## src/rtl/cobra_pkg.sv

```systemverilog
`default_nettype none
// +--------------------------------------------------------------------+
// | cobra_pkg : shared types and default port numbers for the cobra    |
// | bus controller.                          rev 1.0                   |
// +--------------------------------------------------------------------+
package cobra_pkg;

  typedef enum logic [1:0] {REG_RAM, REG_ROM, REG_VRAM} region_e;
  typedef enum logic [1:0] {IDLE, WAIT, HOLD} bus_fsm_e;

  localparam logic [7:0] c_reloc_port = 8'h1F;
  localparam logic [7:0] c_bank_port  = 8'h1E;

endpackage : cobra_pkg
`default_nettype wire

```

## src/rtl/cobra_wait_gen.sv

```systemverilog
`default_nettype none
// +--------------------------------------------------------------------+
// | cobra_wait_gen : holds wait_n low for ws cycles once per access.   |
// |                                          rev 1.0                   |
// +--------------------------------------------------------------------+
module cobra_wait_gen
  import cobra_pkg::*;
(
  input  logic       clk_cpu,
  input  logic       rst_n,
  input  logic       start,
  input  logic       mreq_n,
  input  logic [3:0] ws,
  output logic       wait_n
);

  bus_fsm_e   r_state;
  logic [3:0] r_cnt;
  logic       r_wait_n;

  always_ff @(posedge clk_cpu) begin
    if (!rst_n) begin
      r_state  <= IDLE;
      r_cnt    <= 4'd0;
      r_wait_n <= 1'b1;
    end else begin
      case (r_state)
        IDLE: begin
          if (start && (ws != 4'd0)) begin
            r_cnt    <= ws - 4'd1;
            r_wait_n <= 1'b0;
            r_state  <= WAIT;
          end
        end
        WAIT: begin
          if (r_cnt == 4'd0) begin
            r_wait_n <= 1'b1;
            r_state  <= HOLD;
          end else begin
            r_cnt <= r_cnt - 4'd1;
          end
        end
        // Stay here until the access ends so one access waits only once.
        HOLD: begin
          if (mreq_n) r_state <= IDLE;
        end
        default: begin
          r_wait_n <= 1'b1;
          r_state  <= IDLE;
        end
      endcase
    end
  end

  assign wait_n = r_wait_n;

endmodule : cobra_wait_gen
`default_nettype wire

```

## src/rtl/cobra_bus_ctrl.sv

```systemverilog
`default_nettype none
// +--------------------------------------------------------------------+
// | cobra_bus_ctrl : Z80 bus decode, boot relocation, banked RAM,      |
// | wait states and registered IO write strobes.   rev 1.0             |
// +--------------------------------------------------------------------+
module cobra_bus_ctrl
  import cobra_pkg::*;
#(
  parameter int                ADDR_W     = 16,
  parameter int                DATA_W     = 8,
  parameter logic [ADDR_W-1:0] ROM_BASE   = 16'hC000,
  parameter int                ROM_AW     = 11,
  parameter logic [ADDR_W-1:0] VRAM_BASE  = 16'hF800,
  parameter int                VRAM_AW    = 11,
  parameter logic [ADDR_W-1:0] RELOC_OR   = 16'hC000,
  parameter logic [7:0]        RELOC_PORT = c_reloc_port,
  parameter logic [7:0]        BANK_PORT  = c_bank_port,
  parameter int                BANK_W     = 2,
  parameter logic [ADDR_W-1:0] WIN_BASE   = 16'h8000,
  parameter int                ROM_WS     = 0,
  parameter int                VRAM_WS    = 2
) (
  input  logic                     clk_cpu,
  input  logic                     rst_n,
  input  logic [ADDR_W-1:0]        addr_raw,
  input  logic                     mreq_n,
  input  logic                     iorq_n,
  input  logic                     rd_n,
  input  logic                     wr_n,
  input  logic                     m1_n,
  input  logic [DATA_W-1:0]        cpu_dout,
  output logic [DATA_W-1:0]        cpu_din,
  output logic                     wait_n,
  input  logic [DATA_W-1:0]        rom_di,
  input  logic [DATA_W-1:0]        ram_di,
  input  logic [DATA_W-1:0]        vram_di,
  input  logic [DATA_W-1:0]        io_di,
  output logic [ROM_AW-1:0]        rom_a,
  output logic [ADDR_W+BANK_W-1:0] ram_a,
  output logic [VRAM_AW-1:0]       vram_a,
  output logic [DATA_W-1:0]        mem_do,
  output logic                     ram_w,
  output logic                     vram_w,
  output logic [7:0]               io_port,
  output logic                     io_wr_stb,
  output logic                     io_rd,
  output logic                     reloc_active,
  output logic [BANK_W-1:0]        bank_sel
);

  // Range ends carry one extra bit so regions touching the top of the map compare correctly.
  localparam logic [ADDR_W:0] c_rom_end = {1'b0, ROM_BASE} + (ADDR_W+1)'(2**ROM_AW);
  localparam logic [ADDR_W:0] c_win_end = {1'b0, WIN_BASE} + (ADDR_W+1)'(16384);
  localparam logic [3:0]      c_rom_ws  = 4'(ROM_WS);
  localparam logic [3:0]      c_vram_ws = 4'(VRAM_WS);

  if (ROM_WS > 15 || VRAM_WS > 15 || ROM_WS < 0 || VRAM_WS < 0) begin : g_ws_illegal
    $error("cobra_bus_ctrl: wait-state parameters must be 0..15");
  end

  logic              r_reloc_active;
  logic [BANK_W-1:0] r_bank_sel;
  logic              r_io_wr_stb;
  logic [7:0]        r_io_port;
  logic              r_io_wr_prev;
  logic              r_mreq_n_prev;

  logic [ADDR_W-1:0] w_addr;
  region_e           w_region;
  logic              w_win_hit;
  logic              w_io_cyc;
  logic              w_io_wr;
  logic              w_io_wr_rise;
  logic [3:0]        w_ws;

  assign w_addr    = r_reloc_active ? (addr_raw | RELOC_OR) : addr_raw;
  assign w_win_hit = ({1'b0, w_addr} >= {1'b0, WIN_BASE}) && ({1'b0, w_addr} < c_win_end);

  always_comb begin
    w_region = REG_RAM;
    if (w_addr >= VRAM_BASE)
      w_region = REG_VRAM;
    else if (({1'b0, w_addr} >= {1'b0, ROM_BASE}) && ({1'b0, w_addr} < c_rom_end))
      w_region = REG_ROM;
  end

  always_comb begin
    cpu_din = ram_di;
    w_ws    = 4'd0;
    case (w_region)
      REG_ROM:  begin cpu_din = rom_di;  w_ws = c_rom_ws;  end
      REG_VRAM: begin cpu_din = vram_di; w_ws = c_vram_ws; end
      default:  begin cpu_din = ram_di;  w_ws = 4'd0;      end
    endcase
    if (!iorq_n) cpu_din = io_di;
  end

  assign rom_a  = addr_raw[ROM_AW-1:0];
  assign vram_a = w_addr[VRAM_AW-1:0];
  assign ram_a  = w_win_hit ? {r_bank_sel, w_addr} : {{BANK_W{1'b0}}, w_addr};
  assign mem_do = cpu_dout;
  assign ram_w  = ~mreq_n & ~wr_n & (w_region == REG_RAM);
  assign vram_w = ~mreq_n & ~wr_n & (w_region == REG_VRAM);

  // Interrupt acknowledge also drives IORQ low, but with M1 low; that is never an IO access.
  assign w_io_cyc     = ~iorq_n & m1_n;
  assign io_rd        = w_io_cyc & ~rd_n;
  assign w_io_wr      = w_io_cyc & ~wr_n;
  assign w_io_wr_rise = w_io_wr & ~r_io_wr_prev;

  always_ff @(posedge clk_cpu) begin
    if (!rst_n) begin
      r_reloc_active <= 1'b1;
      r_bank_sel     <= '0;
      r_io_wr_stb    <= 1'b0;
      r_io_port      <= 8'h00;
      r_io_wr_prev   <= 1'b0;
      r_mreq_n_prev  <= 1'b1;
    end else begin
      r_io_wr_prev  <= w_io_wr;
      r_mreq_n_prev <= mreq_n;
      r_io_wr_stb   <= w_io_wr_rise;
      if (w_io_wr_rise) begin
        r_io_port <= addr_raw[7:0];
        if (addr_raw[7:0] == RELOC_PORT) r_reloc_active <= 1'b0;
        if (addr_raw[7:0] == BANK_PORT)  r_bank_sel     <= cpu_dout[BANK_W-1:0];
      end
    end
  end

  assign reloc_active = r_reloc_active;
  assign bank_sel     = r_bank_sel;
  assign io_wr_stb    = r_io_wr_stb;
  assign io_port      = r_io_port;

  cobra_wait_gen u_wait_gen (
    .clk_cpu (clk_cpu),
    .rst_n   (rst_n),
    .start   (~mreq_n & r_mreq_n_prev),
    .mreq_n  (mreq_n),
    .ws      (w_ws),
    .wait_n  (wait_n)
  );

endmodule : cobra_bus_ctrl
`default_nettype wire

```

## config.mk

```make
export PLATFORM = sky130hd
export DESIGN_NAME = cobra_bus_ctrl
export DESIGN_NICKNAME = d
export VERILOG_FILES = /design/src/rtl/cobra_pkg.sv /design/src/rtl/cobra_wait_gen.sv /design/src/rtl/cobra_bus_ctrl.sv
export SDC_FILE = /design/constraint.sdc
export NUM_CORES = 1
export LEC_CHECK = 0
export CORE_MARGIN = 8
export CORE_UTILIZATION = 35
export CTS_BUF_LIST = sky130_fd_sc_hd__clkbuf_8
export DETAILED_ROUTE_END_ITERATION = 8
export HOLD_SLACK_MARGIN = 0.03
export PLACE_DENSITY = 0.89
export SLEW_MARGIN = 5
export SYNTH_ARGS = -nofsm -noshare
export SYNTH_HDL_FRONTEND = slang
export SYNTH_SLANG_ARGS = --single-unit
```

## constraint.sdc

```tcl
create_clock -name clk_cpu -period 3.75 [get_ports clk_cpu]
set_input_delay 1.125 -clock clk_cpu [delete_from_list [all_inputs] [get_ports clk_cpu]]
set_output_delay 1.125 -clock clk_cpu [all_outputs]
set_load 0.005 [all_outputs]
```

==> results of run 1 <==
power groups by stage:
stage	sequential (mW)	clock, mW	combinational [mW]
after floorplan	0.237	0	0.0777
after global placement	0.236	0	0.176
after detailed placement	0.237	0	0.178
after CTS	0.231	0.157	0.170
after global routing	0.232	0.164	0.187
final	0.231	0.151	0.172
synth_stat cells (2+ instances only):
cell and n:
a31oi_1 8, nand2b_1 2, a21oi_1 12, inv_1 5
and3_1 2, nand2_1 29, nor3b_1 3, a21oi_2 2
buf_4 44, buf_2 4, dfxtp_1 21, mux2i_1 2
clkbuf_1 3, nor2_1 17, a22oi_1 9, nand3_1 2
nor3_1 2, nor2b_1 2
worst max-delay path, cell delays in order:
cell and delay, ns:
clkdlybuf4s50_1 0.44, a21oi_2 0.19, buf_6 0.14, nor2_4 0.03, buf_6 0.11, buf_4 0.14, a22oi_2 0.13, a31oi_1 0.11
buf_2 0.14
stage by stage:
step	TNS (ns)	utilization	hold slack (ns)
4_1_cts	0	0.5668	0.4514
5_1_grt	-0.005813	0.5780	0.4726
2_1_floorplan	0	-	0.4200
6_report	0	0.5780	0.4494
3_3_place_gp	-4.703	0.5606	0.4379
3_5_place_dp	-4.742	0.5606	0.4420
flip-flops by register name, summed over array words and instances (netlist names), 2 cells and up:
register / cells
bank_sel: 2
io_port: 8
u_wait_gen.r_state: 2
u_wait_gen.r_cnt: 4
layout make-up:
type / instances / area (µm²) / area share
repair buffers: 121 / 1150 / 0.4698
multi-input cells: 119 / 744.5 / 0.3042
flip-flops and latches: 21 / 420.4 / 0.1718
well taps: 52 / 65.06 / 0.02658
clock buffers: 3 / 41.29 / 0.01687
inverters: 5 / 18.77 / 0.007669
clock inverters: 1 / 7.507 / 0.003067
per-layer routing:
| metal | vias up | wire length [µm] |
|---|---|---|
| met1 | 715 | 1784 |
| li1 | 780 | - |
| met3 | 15 | 615 |
| met2 | 85 | 2514 |
| met4 | 0 | 134 |
| met5 | - | 0 |
kinds of logic (layout without fill, tap and decap cells):
kind of cell,after synthesis,count (layout),share of synthesized area
compound gates,42,42,0.1880
fa+ha+maj,1,1,0.008318
buf+inv,56,130,0.2529
flops,21,21,0.2795
mux,2,2,0.01331
simple gates,74,74,0.2579
final timing paths:
check,cells after the start,slack [ns],endpoint,from
max,9,0.08,cpu_din[1],addr_raw[14]
min,2,0.45,u_wait_gen.wait_n,u_wait_gen.wait_n
max reg2reg,5,1.91,u_wait_gen.r_cnt[1],reloc_active
min reg2reg,2,0.45,u_wait_gen.wait_n,u_wait_gen.wait_n
repair_timing:
item	4_1_cts	5_1_grt
buffers inserted	2	1
pin swaps	10	3
endpoints found under the setup margin	10	7
cloned	1	0
resized for setup	45	9
==> results.cfg, run 1 <==
[min_path]
min-delay-path-class = reg2reg

[floorplanning]
core_area_um2 = 4234
initial_core_util = 0.3552
row_count = 24
die_area_um2 = 6650
die_x_um = 81.55
io_pins = 135
die_h_um = 81.55

[power_and_ir_drop]
total_power_uw = 554.6
sw_frac_of_total = 0.2561
p_sw_uw = 142.0
pwr-share-clk = 0.273
intPower_uw = 412.6
irDropWorstVdd_mv = 0.1083
p_seq_frac = 0.417
p_comb_frac = 0.310
power.density_nw_per_um2 = 226.6
cellLeakagePower_nw = 0.9498

[synthesis]
synth.net_count = 260
yosys_register_bits = 21
syn_inst = 196
yosys_warnings = 0
synth_area_um2 = 1504
synthArstFlopShare = 0
postSynthAreaPerCell_um2 = 7.673
synth_top_area_share = 0.2795
synth_edf_count = 0
synthTopCellsByArea = dfxtp_1 28%, buf_4 22%, nand2_1 7.2%
synth-main-ff-cell = dfxtp_1
yosys.cell_types.count = 45
ys_seq_area_frac = 0.2795
yosys.area.top_type = dfxtp_1

[routing]
vias = 1595
antenna_left = 0
drt-initial-drc-count = 57
via_per_inst = 4.953
wl_um = 5049
wire_per_inst_um = 15.68
first_pass_iters = 4
route.detailed.drc = 0

[global_route]
grt_pass1_wl_um = 8224
grt_max_degree = 20
grt_pass1_vias = 1726
grt_usage = 0.1535
use_met1 = 0.1523
grtUsageMet3 = 0.05033
use_met2 = 0.2824
grt-ovfl-total = 0
grt_busiest_layer = met2
antenna_found_initial = 0

[cells_and_area]
final_cell_mix = 96 x clkdlybuf4s50_1, 29 x nand2_1, 21 x dfxtp_1, 15 x nor2_1, 12 x a21oi_1
final_cells = 322
diodes = 0
final_common_cell = clkdlybuf4s50_1
drive_above_1_share = 0.1519
fin_nets = 335
design_area_um2 = 2447
fillerInstances = 395
areaGrowthSynthToFinish_pct = 62.73

[timing]
layout_min_cycle_time_ns = 3.672
min_period_over_period = 0.9792
fmax_ghz = 0.2723
rsz0062_at_grt = true
tightest_slew_ns = 0.5577
drv_slew = 0
hold_viol = 0
skew_ns = 0.006087
slew_headroom = 0.6274
timing.final.ws_setup_ns = 0.07803
setup_viol = 0

[clock_network]
cts_htree_levels = 1
clk-insertion-delay-late_ns = 0.26
cts_sinks = 21
clk_pin_slew_worst_paths_ns = 0.07
numCtsBuffers = 3
cts_tree = yes
clock_path_buffers = 2
cts-root-buf = clkbuf_8
cts_hold_buf = 0

[worst_setup_path]
required_ns = 2.62
start_kind = input pin
cp.arrival_ns = 2.55
worst_setup_path_end_kind = output pin
cp_max_fo = 5
worstSetupPathType = in2out

[place]
io_buffers = 110
place_inst = 314
post_dp_cell_area_um2 = 2374
hpwlAfterDp_um = 4163
dpl_worst_slack_ns = -0.5717
gp_congestion = 0.8457

[status]
status = finished, final reports clean

[job]
maxCapViolations = 0
No activity file was read; power rests on OpenSTA's default activity.
==> inputs of run 2 (changes only) <==
--- a/config.mk
+++ b/config.mk
@@ -5,6 +5,7 @@
 export SDC_FILE = /design/constraint.sdc
 export NUM_CORES = 1
 export LEC_CHECK = 0
+export CAP_MARGIN = 20
 export CORE_MARGIN = 8
 export CORE_UTILIZATION = 35
 export CTS_BUF_LIST = sky130_fd_sc_hd__clkbuf_8
==> results of run 2 <==
The final DEF is identical to that of run 1; final timing and power are the same.
==> inputs of run 3 (changes only) <==
--- a/config.mk
+++ b/config.mk
@@ -12,7 +12,8 @@
 export DETAILED_ROUTE_END_ITERATION = 8
 export HOLD_SLACK_MARGIN = 0.03
 export PLACE_DENSITY = 0.89
-export SLEW_MARGIN = 5
+export RECOVER_POWER = 100
+export SLEW_MARGIN = 20
 export SYNTH_ARGS = -nofsm -noshare
 export SYNTH_HDL_FRONTEND = slang
 export SYNTH_SLANG_ARGS = --single-unit
==> results.cfg, run 3 (synthesis results as in run 1) <==
[clock_network]
clk-insertion-delay-late_ns = 0.26
cts-root-buf = clkbuf_8
cts_sinks = 21
numCtsBuffers = 3
clock_path_buffers = 2
cts_htree_levels = 1
clk_pin_slew_worst_paths_ns = 0.07
cts_tree = yes

[timing]
min_period_over_period = 0.9790
layout_min_cycle_time_ns = 3.671
hold_slack_ns = 0.4495
fmax_ghz = 0.2724
tightest_slew_ns = 0.5578
slew_headroom = 0.6274
hold_viol = 0
rsz0062_at_grt = true
skew_ns = 0.004266
drv_slew = 0
setup_viol = 0

[job]
maxCapViolations = 0

[power_and_ir_drop]
cellLeakagePower_nw = 0.9491
irDropWorstVdd_mv = 0.1064
power.density_nw_per_um2 = 226.0
total_power_uw = 553.0

[routing]
dr_wl_met2_um = 2526
first_pass_iters = 4
drt-initial-drc-count = 42
vias = 1610
top_layer = met4
wl_um = 5046
antenna_left = 0
wl_met3_um = 609
via_per_inst = 5.000
wire_per_inst_um = 15.67
routedLengthMet1_um = 1776
route.detailed.drc = 0

[worst_setup_path]
timing.rr.start = reloc_active
rr_endpoint = u_wait_gen.r_cnt[1]
crit_slowest_cell = clkdlybuf4s50_1
required_ns = 2.62
worstSetupPathType = in2out
worst-r2r-cell-count = 5
cp_max_fo = 5
crit_top_cell = buf_6
path_cells = clkdlybuf4s50_1, a21oi_2, buf_6, nor2_4, buf_6, buf_4, a22oi_2, a31oi_1, buf_2
cp.arrival_ns = 2.55
startpoint = addr_raw[14]
cpPeakStageDelay_ns = 0.44
start_kind = input pin
r2r_setup_slack_ns = 1.92
worst_setup_path_end_kind = output pin

[place]
hpwlAfterDp_um = 4163
place_inst = 314
post_dp_cell_area_um2 = 2374
io_buffers = 110
gp_congestion = 0.8457

[cells_and_area]
final_common_cell = clkdlybuf4s50_1
finish.utilization = 0.5780
largest_reg_flops = 8
seq_area_um2 = 420.4
design_area_um2 = 2447
final_cell_mix = 95 x clkdlybuf4s50_1, 29 x nand2_1, 21 x dfxtp_1, 15 x nor2_1, 12 x a21oi_1
final_cells = 322
areaGrowthSynthToFinish_pct = 62.73
fillerInstances = 395
drive_above_1_share = 0.1519
multi_input_area_um2 = 744.5
diodes = 0
fin_nets = 335

[min_path]
worstHoldPathCells = 2
min_to = u_wait_gen.wait_n
min-delay-path-class = reg2reg
worstHoldStart = u_wait_gen.wait_n

[status]
status = finished, final reports clean

[global_route]
grt-ovfl-total = 0
grt_usage = 0.1535
antenna_found_initial = 0
grt_pass1_vias = 1726
grt_pass1_wl_um = 8224
grt_max_degree = 20

[floorplanning]
die_h_um = 81.55
die_x_um = 81.55
initial_core_util = 0.3552
core_area_um2 = 4234
row_count = 24
die_area_um2 = 6650
io_pins = 135
[run 3: area by class of cell]
| class | instances | area share |
|---|---|---|
| Timing Repair Buffer | 121 | 0.4698 |
| Sequential cell | 21 | 0.1718 |
| Clock buffer | 3 | 0.01687 |
| Inverter | 5 | 0.007669 |
| Clock inverter | 1 | 0.003067 |
| Tap cell | 52 | 0.02658 |
| Multi-Input combinational cell | 119 | 0.3042 |
[run 3: how the worst max path moves through the flow]
stage	endpoint	depth (start not counted)
floorplan	cpu_din[0]	4
global placement	cpu_din[5]	6
detailed placement	cpu_din[4]	6
CTS	cpu_din[7]	9
global route	cpu_din[5]	7
finish	cpu_din[1]	9
[run 3: worst max-delay path: cells and delay by family]
family / cells / cell delay [ns]
AOI/OAI and AO/OA: 3 / 0.42
and+or+nand+nor: 1 / 0.03
buffers and inverters: 5 / 0.97
[run 3: metrics by stage]
step / setup WS (ns) / setup TNS, ns
final: 0.07892 / 0
after global routing: -0.004782 / -0.005813
after CTS: 0.02085 / 0
after detailed placement: -0.5717 / -4.742
after global placement: -0.5707 / -4.703
after floorplan: 0.4734 / 0
[run 3: layer usage]
| metal | up-vias | global-route usage |
|---|---|---|
| met5 | - | 0 |
| met4 | 0 | 0.07143 |
| met3 | 15 | 0.05033 |
| met2 | 85 | 0.2824 |
| met1 | 728 | 0.1523 |
| li1 | 782 | - |
[run 3: power breakdown]
part           internal [mW]  switching, mW
registers              0.228        0.00317
logic                  0.109         0.0627
clock network         0.0751         0.0748
total                  0.412          0.141
[run 3: repair_timing]
action / 4_1_cts / 5_1_grt
setup buffers: 2 / 1
setup endpoints to repair: 10 / 7
pin swaps: 10 / 3
hold buffers: 0 / 0
cloned: 1 / 0
resized for setup: 45 / 9
==> edit (settings of run 2) <==
Reset style: asynchronous (`rst_n`), changed in 2 clocked blocks.
--- a/src/rtl/cobra_wait_gen.sv
+++ b/src/rtl/cobra_wait_gen.sv
@@ -18,7 +18,7 @@
   logic [3:0] r_cnt;
   logic       r_wait_n;
 
-  always_ff @(posedge clk_cpu) begin
+  always_ff @(posedge clk_cpu or negedge rst_n) begin
     if (!rst_n) begin
       r_state  <= IDLE;
       r_cnt    <= 4'd0;
--- a/src/rtl/cobra_bus_ctrl.sv
+++ b/src/rtl/cobra_bus_ctrl.sv
@@ -108,7 +108,7 @@
   assign w_io_wr      = w_io_cyc & ~wr_n;
   assign w_io_wr_rise = w_io_wr & ~r_io_wr_prev;
 
-  always_ff @(posedge clk_cpu) begin
+  always_ff @(posedge clk_cpu or negedge rst_n) begin
     if (!rst_n) begin
       r_reloc_active <= 1'b1;
       r_bank_sel     <= '0;
Function: differs if rst_n is asserted again (counterexample within 4 cycles, from zero or initial values and one cycle with rst_n low); with rst_n held inactive, the same outputs for 10 cycles.
==> edit against run 2 <==
Wire length down 0.89%; area after synthesis up 1.0%; sequential cell count unchanged; worst setup slack better by 0.11 ns; non-clock buffer count up 5; final area up 2.8%; total power up 45%; critical endpoint is now cpu_din[7]; largest cell class unchanged; register-to-register slack worse by 0.11 ns.
==> edit: results (changes against run 2) <==
stage,metric,value,unit,change
outcome,status,finished clean,,
final_layout,multi-input gate count,91,,-24%
final_layout,clk tree area frac,1.79,%,-0.20 points
critical_path,largest fanout on the critical path,3,,-2
global_route,first-pass GRT wire length,7910,µm,-3.9%
route,vias per inst,4.99,,+0.74%
critical_path,CP max stage delay,0.42,ns,-0.02 ns
sta,post-route setup slack,0.185,ns,+0.107 ns
final_layout,multi-input logic portion of the cell area,26.5,%,-3.9 points
sta,Worst Tran Pin Value,0.924,ns,+0.367 ns
power_and_ir_drop,static leakage,1.08,nW,+14%
power_and_ir_drop,Clk power,0.142,mW,-6%
critical_path,worst reg-to-reg path cell count,6,,+1
placement,DP Wirelength,4110,µm,-1.2%
critical_path,Worst R2R Setup Slack,1.80,ns,-0.11 ns
final_layout,register area,529,µm²,+26%
final_layout,fillcell total,369,,-6.6%
yosys,Synth top cells by count,"buf_4 (44), dfrtp_1 (18), nor2_1 (17)",,
power_and_ir_drop,Psw,0.245,mW,+73%
yosys,Mapped Nets,229,,-12%
power_and_ir_drop,total chip power,0.803,mW,+45%
critical_path,"CP delay by family, top",simple AND/OR/NAND/NOR gates,,
final_layout,# nets final,312,,-6.9%
power_and_ir_drop,combinational power share,42.6,%,+12 points
yosys,multiplexer share of the synthesized area,7.41,%,+6.1 points
global_route,GRT met3 Usage,6.24,%,+1.2 points
global_route,vias in the first global route,1627,,-5.7%
critical_path,CP max stage cell,or3_4,,
route,post-DR wirelength/cell,16.7,µm,+6.7%
final_layout,area grow syn2layout,65.6,%,
global_route,met1 Resource Use GR,15.0,%,-0.24 points
global_route,met2 Use GR,27.2,%,-1.1 points
critical_path,CP arrival,2.44,ns,-0.11 ns
global_route,pin count of the biggest net entering global routing,22,,+10%
yosys,compound-cell area share of the yosys netlist,14.1,%,-4.7 points
power_and_ir_drop,worst vdd ir,145,µV,+34%
yosys,dominant cells by area after synthesis,"dfrtp_1 (30%), buf_4 (22%), mux2_2 (6.7%)",,
final_layout,share of layout cells above drive strength 1,20.2,%,+5.1 points
route,Starting DRT DRC Count,36,,-37%
yosys,post-synthesis sequential area ratio,34.8,%,+6.9 points
placement,gpl congestion,0.761,,-10%
-- edit: changes by cell type after synthesis, moves of 3 or more --
cell     change
dfstp_2      +3
nand2_1     -18
a22o_1       +3
buf_2        -4
a21oi_1     -10
dfrtp_1     +18
dfxtp_1     -21
mux2_2       +9
-- edit: repair_timing --
action,CTS,global route
pin swaps,4,5
resized for setup,44,8
cloned,1,0
buffers inserted,5,0
endpoints found under the setup margin,10,9
-- edit: worst max-delay path by stage --
stage	depth (start not counted)	endpoint
2_1_floorplan	4	cpu_din[0]
3_3_place_gp	6	cpu_din[7]
3_5_place_dp	6	cpu_din[7]
4_1_cts	8	cpu_din[4]
5_1_grt	8	cpu_din[7]
6_report	7	cpu_din[7]
-- edit: per-layer routing --
metal  vias to the layer above  routed length [µm]
met5                         -                   0
met4                         0                  78
met3                         9                 729
met2                        93                2490
met1                       687                1710
li1                        703                   -
-- edit: cell families after synthesis --
kind of cell / after synthesis
buf+inv: 54
flops: 21
mux: 10
compound gates: 31
fa+ha+maj: 1
simple gates: 48
